`src/rtl/vga_color_pipe_if.sv`:
```
// rtl/vga_color_pipe_if.sv - pixel, control and palette-write bundle for the VGA colouriser
interface vga_color_pipe_if #(
    parameter int RGB_W   = 3,
    parameter int NUM_SEL = 8
);
    localparam int AW = (NUM_SEL > 1) ? $clog2(NUM_SEL) : 1;

    logic [NUM_SEL-1:0] switch;
    logic               bit_let;
    logic               video_on;
    logic               frame_tick;
    logic               blink_en;
    logic [RGB_W-1:0]   bg_color;
    logic               pal_we;
    logic [AW-1:0]      pal_addr;
    logic [RGB_W-1:0]   pal_data;
    logic [RGB_W-1:0]   rgb;
    logic               video_on_out;

    modport master (
        output switch, bit_let, video_on, frame_tick, blink_en, bg_color,
               pal_we, pal_addr, pal_data,
        input  rgb, video_on_out
    );

    modport slave (
        input  switch, bit_let, video_on, frame_tick, blink_en, bg_color,
               pal_we, pal_addr, pal_data,
        output rgb, video_on_out
    );
endinterface

```
`src/rtl/vga_color_pipe.sv`:
```
// rtl/vga_color_pipe.sv - glyph-bit colouriser with writable palette, frame blink, 2-stage pipe
module vga_color_pipe #(
    parameter int RGB_W        = 3,
    parameter int NUM_SEL      = 8,
    parameter int BLINK_FRAMES = 30
) (
    input logic            clk,
    input logic            reset_n,
    vga_color_pipe_if.slave px
);
    localparam int AW = (NUM_SEL > 1) ? $clog2(NUM_SEL) : 1;
    localparam int CW = (BLINK_FRAMES > 1) ? $clog2(BLINK_FRAMES) : 1;

    logic [AW-1:0]    sel;
    logic [AW-1:0]    sw_idx;
    logic             sw_onehot;
    logic [RGB_W-1:0] palette [NUM_SEL];
    logic [RGB_W-1:0] fg_color;
    logic [CW-1:0]    frame_cnt;
    logic             blink_phase;
    logic             fg_off;
    logic [RGB_W-1:0] c1;
    logic             v1;

    // Zero or multi-hot switch patterns leave sel untouched so no glitch colour appears.
    always_comb begin
        sw_onehot = (px.switch != '0) &&
                    ((px.switch & (px.switch - {{(NUM_SEL-1){1'b0}}, 1'b1})) == '0);
        sw_idx = '0;
        for (int i = 0; i < NUM_SEL; i++) begin
            if (px.switch[i]) sw_idx = AW'(i);
        end
    end

    always_comb begin
        fg_color = '0;
        for (int i = 0; i < NUM_SEL; i++) begin
            if (sel == AW'(i)) fg_color = palette[i];
        end
    end

    assign fg_off = px.blink_en & blink_phase;

    always_ff @(posedge clk or negedge reset_n) begin
        if (!reset_n) begin
            sel <= '0;
        end else if (sw_onehot) begin
            sel <= sw_idx;
        end
    end

    // Per-entry compare means out-of-range addresses simply match nothing.
    always_ff @(posedge clk or negedge reset_n) begin
        if (!reset_n) begin
            for (int i = 0; i < NUM_SEL; i++) begin
                palette[i] <= RGB_W'(i + 1);
            end
        end else if (px.pal_we) begin
            for (int i = 0; i < NUM_SEL; i++) begin
                if (px.pal_addr == AW'(i)) palette[i] <= px.pal_data;
            end
        end
    end

    always_ff @(posedge clk or negedge reset_n) begin
        if (!reset_n) begin
            frame_cnt   <= '0;
            blink_phase <= 1'b0;
        end else if (px.frame_tick) begin
            if (frame_cnt == CW'(BLINK_FRAMES - 1)) begin
                frame_cnt   <= '0;
                blink_phase <= ~blink_phase;
            end else begin
                frame_cnt <= frame_cnt + 1'b1;
            end
        end
    end

    always_ff @(posedge clk or negedge reset_n) begin
        if (!reset_n) begin
            c1              <= '0;
            v1              <= 1'b0;
            px.rgb          <= '0;
            px.video_on_out <= 1'b0;
        end else begin
            c1              <= (px.bit_let & ~fg_off) ? fg_color : px.bg_color;
            v1              <= px.video_on;
            px.rgb          <= v1 ? c1 : '0;
            px.video_on_out <= v1;
        end
    end
endmodule

```
`src/flat_wrapper.sv`:
```
// flat-port wrapper written by rule: the top's interface ports become plain ports
module vga_color_pipe_flat 
#(
    parameter int RGB_W        = 3,
    parameter int NUM_SEL      = 8,
    parameter int BLINK_FRAMES = 30
)
  (clk, reset_n, px_switch, px_bit_let, px_video_on, px_frame_tick, px_blink_en, px_bg_color, px_pal_we, px_pal_addr, px_pal_data, px_rgb, px_video_on_out);
  vga_color_pipe_if #(.RGB_W(RGB_W), .NUM_SEL(NUM_SEL)) px_i ();
  input logic clk;
  input logic reset_n;
  input wire logic [$bits(px_i.switch)-1:0] px_switch;
  input wire logic [$bits(px_i.bit_let)-1:0] px_bit_let;
  input wire logic [$bits(px_i.video_on)-1:0] px_video_on;
  input wire logic [$bits(px_i.frame_tick)-1:0] px_frame_tick;
  input wire logic [$bits(px_i.blink_en)-1:0] px_blink_en;
  input wire logic [$bits(px_i.bg_color)-1:0] px_bg_color;
  input wire logic [$bits(px_i.pal_we)-1:0] px_pal_we;
  input wire logic [$bits(px_i.pal_addr)-1:0] px_pal_addr;
  input wire logic [$bits(px_i.pal_data)-1:0] px_pal_data;
  output wire logic [$bits(px_i.rgb)-1:0] px_rgb;
  output wire logic [$bits(px_i.video_on_out)-1:0] px_video_on_out;
  assign px_i.switch = px_switch;
  assign px_i.bit_let = px_bit_let;
  assign px_i.video_on = px_video_on;
  assign px_i.frame_tick = px_frame_tick;
  assign px_i.blink_en = px_blink_en;
  assign px_i.bg_color = px_bg_color;
  assign px_i.pal_we = px_pal_we;
  assign px_i.pal_addr = px_pal_addr;
  assign px_i.pal_data = px_pal_data;
  assign px_rgb = px_i.rgb;
  assign px_video_on_out = px_i.video_on_out;
  vga_color_pipe #(.RGB_W(RGB_W), .NUM_SEL(NUM_SEL), .BLINK_FRAMES(BLINK_FRAMES)) u_core (.clk(clk), .reset_n(reset_n), .px(px_i));
endmodule
```
`config.mk`:
```
export PLATFORM = sky130hd
export DESIGN_NAME = vga_color_pipe_flat
export DESIGN_NICKNAME = d
export VERILOG_FILES = /design/src/rtl/vga_color_pipe_if.sv /design/src/rtl/vga_color_pipe.sv /design/src/flat_wrapper.sv
export SDC_FILE = /design/constraint.sdc
export NUM_CORES = 1
export LEC_CHECK = 0
export ABC_CLOCK_PERIOD_IN_PS = 3800
export BUFFER_PORTS_ARGS = -buffer_cell sky130_fd_sc_hd__buf_2
export CORE_UTILIZATION = 60
export CTS_CLUSTER_DIAMETER = 120
export DETAILED_ROUTE_END_ITERATION = 8
export HOLD_SLACK_MARGIN = 0.08
export PLACE_DENSITY = 0.86
export SETUP_SLACK_MARGIN = 0.1
export SLEW_MARGIN = 20
export SYNTH_ARGS = -nofsm -noshare
export SYNTH_HDL_FRONTEND = slang
export SYNTH_SLANG_ARGS = --single-unit
export TNS_END_PERCENT = 50
```
`constraint.sdc`:
```
create_clock -name clk -period 3.8 [get_ports clk]
set_clock_uncertainty 0.2 [all_clocks]
set_input_delay 0.38 -clock clk [delete_from_list [all_inputs] [get_ports clk]]
set_output_delay 0.38 -clock clk [all_outputs]
set_load 0.02 [all_outputs]
```
==> load_flow_metrics.sql, run 1 <==
INSERT INTO impl_metrics (metric_group, metric, value, unit) VALUES
('floorplanning', 'die_height', '59.3', 'um'),
('cells_and_area', 'most_common_cell_after_layout_fill_and_taps_aside', 'sky130_fd_sc_hd__dfrtp_1', ''),
('synth', 'dominantRegCellSynth', 'sky130_fd_sc_hd__dfrtp_1', ''),
('worst_hold_path', 'hold_depth', '2', ''),
('sta', 'finalSetupViolCount', '0', ''),
('global_routing', 'number_of_antenna_violations_at_the_first_check_in_global_routing', '0', ''),
('floorplanning', 'io_pins', '28', ''),
('worst_hold_path', 'worst_hold_path_type', 'input port to flip-flop', ''),
('sta', 'final.period_utilization', '45.8', '%'),
('floorplanning', 'die_footprint', '3510', 'sq um'),
('worst_hold_path', 'min_delay_worst_endpoint', 'u_core.frame_cnt[0]', ''),
('pwr', 'comb_power_share', '22.9', '%'),
('setup_path', 'regToRegSetupSlack', '2.06', 'ns'),
('cells_and_area', 'area.growth.synth_to_final', '15.5', '%'),
('setup_path', 'r2r_cells', '5', ''),
('global_routing', 'grt_start_max_net_pins', '42', ''),
('pwr', 'seq_power_share', '53.3', '%'),
('synth', 'post-synth-top-area-fraction', '36.9', '%'),
('synth', 'synth.avg_cell_area', '12.1', 'sq um'),
('sta', 'timing_max_transition_violations_final', '0', ''),
('setup_path', 'worstSetupStartpointType', 'flip-flop', ''),
('sta', 'finalHoldViolCount', '0', ''),
('synth', 'synth-seq-cells', '41', ''),
('global_routing', 'first_pass_grt_wire_length', '6560', 'um'),
('sta', 'postLayoutSetupSlackWorst', '2.06', 'ns'),
('cts', 'clockBufferDepth', '2', ''),
('cells_and_area', 'drive_gt1_share', '37.7', '%'),
('sta', 'worst_hold_slack', '0.136', 'ns'),
('setup_path', 'critical_path.max_fanout', '10', ''),
('drt', 'postRouteAntennaNets', '0', ''),
('cells_and_area', 'stdcell_area', '2270', 'sq um'),
('synth', 'syn-num-nets', '189', ''),
('worst_hold_path', 'min_from', 'px_frame_tick', ''),
('cts', 'cts.clk_slew.worst_paths', '0.12', 'ns'),
('pwr', 'irDropWorstVdd', '0.338', 'mV'),
('cells_and_area', 'layout_common_cells', '29 x sky130_fd_sc_hd__dfrtp_1, 27 x sky130_fd_sc_hd__buf_2, 24 x sky130_fd_sc_hd__mux2_2, 12 x sky130_fd_sc_hd__dfstp_2, 10 x sky130_fd_sc_hd__nor2_1', ''),
('cells_and_area', 'multi_input_comb_area', '882', 'sq um'),
('cells_and_area', 'post-route-util', '73.8', '%'),
('cts', 'cts_max_level', '2', ''),
('cells_and_area', 'final_instance_count_excl_fillers', '243', ''),
('setup_path', 'critPathArrivalTime', '1.77', 'ns'),
('setup_path', 'worst_r2r_endpoint', 'u_core.c1[1]', ''),
('run_status', 'run_status', 'finished clean', ''),
('cts', 'root_buffer', 'sky130_fd_sc_hd__clkbuf_4', ''),
('placement', 'place_ws', '1.97', 'ns'),
('drt', 'avgRoutedWirePerCell', '16.5', 'um'),
('synth', 'ys_seq_area_share', '52.9', '%'),
('pwr', 'power.switching_fraction', '29.1', '%'),
('pwr', 'power_frac_clock', '23.8', '%'),
('synth', 'synth-edff-count', '0', ''),
('drt', 'via_per_inst', '5.92', ''),
('sta', 'maxClockFrequency', '575', 'MHz'),
('synth', 'netlist_area', '1970', 'sq um'),
('setup_path', 'criticalPathCategory', 'flip-flop to flip-flop', ''),
('synth', 'yosysWarningCount', '0', ''),
('cts', 'tritoncts_num_sinks', '41', ''),
('cells_and_area', 'fillCellCount', '209', ''),
('global_routing', 'grt_pass1_vias', '1416', ''),
('job', 'cap_viol_max_count', '0', ''),
('cells_and_area', 'storage_element_area', '1040', 'sq um'),
('pwr', 'power_density', '538', 'nW/um^2'),
('placement', 'detailed_place.area', '2140', 'sq um'),
('placement', 'dp_hpwl', '2920', 'um'),
('cts', 'tritoncts', 'yes', ''),
('drt', 'initialDrtViolationCount', '59', ''),
('sta', 'unrepaired_setup_endpoints_after_global_routing', 'no', ''),
('cts', 'post_cts_resized', '0', ''),
('floorplanning', 'fp.coreArea', '3080', 'sq um'),
('placement', 'placedCellCount', '230', ''),
('synth', 'netlist-cell-type-count', '39', ''),
('cts', 'clock_insertion_delay_worst_skew', '0.34', 'ns');
[power by group through the flow]
stage	logic, mW	clock network, mW	registers (mW)
finish	0.280	0.291	0.651
global route	0.313	0.316	0.663
CTS	0.282	0.296	0.648
floorplan	0.217	0	0.620
global placement	0.256	0	0.649
detailed placement	0.276	0	0.657
[logic make-up (layout without fill, tap and decap cells)]
| family | Yosys count | in the layout | share of synthesized area (%) |
|---|---|---|---|
| muxes | 33 | 33 | 19.2 |
| adders and majority gates | 2 | 2 | 1.27 |
| and+or+nand+nor | 42 | 42 | 11.5 |
| AOI/OAI and AO/OA | 33 | 33 | 12.0 |
| xor gates and xnor gates | 2 | 2 | 0.891 |
| DFF | 41 | 41 | 52.9 |
| buffers and inverters | 10 | 46 | 2.23 |
[worst max-delay path, stage by stage (launching register included)]
cell                        delay, ns
sky130_fd_sc_hd__dfrtp_1         0.51
sky130_fd_sc_hd__inv_1           0.24
sky130_fd_sc_hd__nor2_1          0.09
sky130_fd_sc_hd__a221oi_1        0.32
sky130_fd_sc_hd__a2bb2oi_1       0.21
sky130_fd_sc_hd__o31ai_1         0.08
[per-layer routing]
metal	wire (um)	GRT usage, %
met1	1690	30.8
met4	29	6.12
met5	0	0
met3	181	7.42
met2	2110	45.3
[Yosys cell counts, types with 2 or more instances]
| cell | instances |
|---|---|
| sky130_fd_sc_hd__dfrtp_1 | 29 |
| sky130_fd_sc_hd__a22oi_1 | 2 |
| sky130_fd_sc_hd__inv_1 | 6 |
| sky130_fd_sc_hd__a221oi_1 | 2 |
| sky130_fd_sc_hd__mux2_2 | 24 |
| sky130_fd_sc_hd__xnor2_1 | 2 |
| sky130_fd_sc_hd__nor3b_1 | 3 |
| sky130_fd_sc_hd__ha_1 | 2 |
| sky130_fd_sc_hd__nor2_1 | 10 |
| sky130_fd_sc_hd__nand2_1 | 9 |
| sky130_fd_sc_hd__a21oi_1 | 6 |
| sky130_fd_sc_hd__and2_1 | 3 |
| sky130_fd_sc_hd__nand4b_1 | 3 |
| sky130_fd_sc_hd__nand3_1 | 4 |
| sky130_fd_sc_hd__buf_2 | 2 |
| sky130_fd_sc_hd__a211oi_1 | 2 |
| sky130_fd_sc_hd__dfstp_2 | 12 |
| sky130_fd_sc_hd__mux2i_1 | 7 |
| sky130_fd_sc_hd__nand2b_1 | 3 |
| sky130_fd_sc_hd__o22ai_1 | 2 |
| sky130_fd_sc_hd__a2bb2oi_1 | 2 |
| sky130_fd_sc_hd__o21ai_0 | 6 |
| sky130_fd_sc_hd__o31ai_1 | 4 |
| sky130_fd_sc_hd__nor3_1 | 3 |
[state kept, by name, indices dropped and copies added, names as in the netlist]
signal                  cells
u_core.px.rgb               3
u_core.frame_cnt            5
u_core.v1                   1
u_core.c1                   3
u_core.blink_phase          1
u_core.sel                  3
u_core.px.video_on_out      1
u_core.palette             24
[repair_timing]
item | 4_1_cts | 5_1_grt
hold endpoints to repair | 33 | 0
hold buffers | 5 | 0
setup buffers | 0 | 0
[worst max-delay path by stage]
| stage | startpoint | end | cells past startpoint |
|---|---|---|---|
| detailed placement | px_pal_addr[0] | u_core.palette[17] | 4 |
| global placement | px_switch[4] | u_core.sel[1] | 5 |
| floorplan | px_switch[4] | u_core.sel[1] | 4 |
| global route | u_core.sel[0] | u_core.c1[1] | 5 |
| finish | u_core.sel[0] | u_core.c1[1] | 5 |
| CTS | u_core.sel[0] | u_core.c1[0] | 5 |
[area by class of cell]
cell class                      count  area share, %
Clock buffer                        7           2.42
Clock inverter                      1           1.32
Inverter                            6          0.992
Multi-Input combinational cell    112           38.8
Sequential cell                    41           45.8
Tap cell                           44           2.42
Timing Repair Buffer               32           8.15
Note: power is estimated with default switching activity, not from simulation.
==> run 2: changes to the inputs <==
ABC_CLOCK_PERIOD_IN_PS = 1500   (was 3800)
CORE_UTILIZATION = 51   (was 60)
PLACE_DENSITY = 0.78   (was 0.86)
clock period = 1.5 ns   (was 3.8 ns; I/O delays follow)
==> run 2 against run 1 <==
Against the previous run:
- the run now ends with setup timing left
- clock power increased by 130%
- die area is 17% higher
- register-to-register slack lost 2.2 ns
- sequential share of layout area shrank 5.0 points
- setup slack got worse by 2.2 ns
- critical path depth grew 1
- wire length rose by 7.0%
- final cell count grew 12%
- critical path type unchanged
- critical endpoint unchanged
==> load_flow_metrics.sql, run 2 (synthesis gave the netlist of run 1 again) <==
INSERT INTO impl_metrics (metric_group, metric, value, unit) VALUES
('pwr', 'power.static_leakage', '1.15', 'nW'),
('run_status', 'run_status', 'complete, but fails checks', ''),
('drt', 'drc_errors', '0', ''),
('cts', 'root_buffer', 'sky130_fd_sc_hd__clkbuf_8', ''),
('worst_hold_path', 'worst_hold_path_type', 'input port to flip-flop', ''),
('pwr', 'power_density', '1280', 'nW/um^2'),
('cts', 'cts.clk_slew.worst_paths', '0.08', 'ns'),
('sta', 'finalCriticalPeriod', '1.63', 'ns'),
('setup_path', 'worst-endpoint-required', '1.47', 'ns'),
('cells_and_area', 'largest_register_ff_count', '24', ''),
('setup_path', 'criticalPathCategory', 'flip-flop to flip-flop', ''),
('cells_and_area', 'design.final.nets', '250', ''),
('floorplanning', 'initial_util', '53.3', '%'),
('run_status', 'failed_checks', 'setup timing', ''),
('cells_and_area', 'largest-register', 'u_core.palette', ''),
('global_routing', 'number_of_antenna_violations_at_the_first_check_in_global_routing', '0', ''),
('cells_and_area', 'largestRegisters', 'u_core.palette: 24 flops, u_core.frame_cnt: 5 flops', ''),
('setup_path', 'cp-end-kind', 'flip-flop', ''),
('floorplanning', 'die_footprint', '4110', 'sq um'),
('drt', 'drt_pre_antenna_iters', '4', ''),
('placement', 'dp_hpwl', '3020', 'um'),
('placement', 'port_buffers', '27', ''),
('drt', 'postRouteAntennaNets', '0', ''),
('global_routing', 'gr-usage-all-layers', '24.0', '%'),
('floorplanning', 'fp.coreArea', '3690', 'sq um'),
('cells_and_area', 'antennaDiodeCount', '0', ''),
('pwr', 'total_power', '3.26', 'mW'),
('sta', 'timing_worst_slew_pin_value', '0.323', 'ns'),
('global_routing', 'first_pass_grt_wire_length', '7310', 'um'),
('placement', 'detailed_place.area', '2270', 'sq um'),
('drt', 'via_per_inst', '5.61', ''),
('cells_and_area', 'layout_common_cells', '28 x sky130_fd_sc_hd__dfrtp_1, 27 x sky130_fd_sc_hd__buf_2, 24 x sky130_fd_sc_hd__mux2_2, 19 x sky130_fd_sc_hd__buf_4, 12 x sky130_fd_sc_hd__dfstp_2', ''),
('cts', 'clockBufferDepth', '2', ''),
('job', 'cap_viol_max_count', '0', ''),
('global_routing', 'overflow', '0', ''),
('sta', 'final.period_utilization', '109', '%'),
('cells_and_area', 'drive_gt1_share', '48.0', '%'),
('drt', 'initialDrtViolationCount', '81', ''),
('cells_and_area', 'most_common_cell_after_layout_fill_and_taps_aside', 'sky130_fd_sc_hd__dfrtp_1', ''),
('sta', 'finalHoldViolCount', '0', ''),
('cts', 'cts_max_level', '2', ''),
('floorplanning', 'io_pins', '28', ''),
('sta', 'finalSetupViolCount', '3', ''),
('floorplanning', 'die_width', '64.1', 'um'),
('global_routing', 'grt_pass1_vias', '1597', ''),
('sta', 'maxClockFrequency', '614', 'MHz'),
('cells_and_area', 'area.growth.synth_to_final', '29.8', '%'),
('floorplanning', 'die_height', '64.1', 'um'),
('global_routing', 'grt_start_max_net_pins', '42', ''),
('sta', 'timing_max_transition_violations_final', '0', ''),
('floorplanning', 'floorplan.rows', '22', ''),
('sta', 'postLayoutSetupSlackWorst', '-0.130', 'ns'),
('sta', 'unrepaired_setup_endpoints_after_global_routing', 'yes', ''),
('cells_and_area', 'post-route-util', '69.2', '%'),
('setup_path', 'worstSetupStartpointType', 'flip-flop', ''),
('cts', 'tritoncts.num_buffers', '5', ''),
('setup_path', 'critical_path.max_fanout', '6', ''),
('cts', 'tritoncts', 'yes', ''),
('drt', 'route.vias.total', '1531', ''),
('sta', 'tns', '-0.251', 'ns'),
('cts', 'clock_insertion_delay_worst_skew', '0.29', 'ns'),
('cells_and_area', 'stdcell_area', '2550', 'sq um'),
('setup_path', 'critPathArrivalTime', '1.60', 'ns'),
('sta', 'timing.slew.headroom', '78.3', '%'),
('drt', 'wirelength', '4290', 'um'),
('pwr', 'irDropWorstVdd', '0.912', 'mV'),
('cts', 'tritoncts_num_sinks', '41', ''),
('drt', 'avgRoutedWirePerCell', '15.7', 'um'),
('placement', 'gp_routability_congestion', '0.892', '');
-- run 2: metrics by stage --
step / worst slack [ns] / hold slack [ns] / std cells
after floorplan: 0.0474 / -0.346 / 163
after global routing: -0.160 / 0.107 / 273
after detailed placement: -0.277 / -0.0640 / 250
after global placement: -0.0434 / -0.0687 / 250
after CTS: -0.0630 / 0.0746 / 272
final: -0.130 / 0.0820 / 273
-- run 2: area by class of cell --
class                   instances  area, sq um
clock buffers                   6         72.6
well taps                      48         60.1
multi-input cells             112          937
repair buffers                 58          408
fillers                       263         1140
inverters                       6         22.5
clock inverters                 2         10.0
flip-flops and latches         41         1040
-- run 2: report_power, final --
group	internal, mW	total [mW]	leakage, nW	switching, mW
combinational	0.513	0.940	0.638	0.427
clock	0.322	0.683	0.0450	0.361
sequential	1.43	1.64	0.470	0.211
-- run 2: metal layers --
| metal | GRT usage, % | vias to the layer above | share of wire [%] |
|---|---|---|---|
| li1 | - | 730 | - |
| met3 | 7.68 | 7 | 3.5 |
| met4 | 6.94 | 0 | 1.4 |
| met5 | 0 | - | 0 |
| met2 | 43.0 | 32 | 54 |
| met1 | 27.3 | 762 | 41 |
-- run 2: what timing repair did --
item,in CTS,in global routing
buffers inserted,3,1
hold buffers,11,0
hold endpoints to repair,75,0
endpoints found under the setup margin,7,9
resized for setup,10,5
pin swaps,3,1
-- run 2: path summary, 6_finish.rpt --
path / from / to / slack, ns / cells past startpoint
worst max-delay path: u_core.sel[0] / u_core.c1[1] / -0.13 / 6
worst min-delay path: px_bit_let / u_core.c1[2] / 0.08 / 4
worst max register to register: u_core.sel[0] / u_core.c1[1] / -0.13 / 6
worst min register to register: u_core.v1 / u_core.px.video_on_out / 0.22 / 0
max in group asynchronous: reset_n / u_core.palette[7] / 0.67 / 3
min in group asynchronous: reset_n / u_core.frame_cnt[0] / 0.16 / 3
-- run 2: critical path, cell delays in order (launching register included) --
cell	delay (ns)
sky130_fd_sc_hd__dfrtp_2	0.45
sky130_fd_sc_hd__buf_4	0.15
sky130_fd_sc_hd__mux2i_1	0.17
sky130_fd_sc_hd__nor2_1	0.08
sky130_fd_sc_hd__a211oi_2	0.22
sky130_fd_sc_hd__a2bb2oi_2	0.16
sky130_fd_sc_hd__o31ai_1	0.08
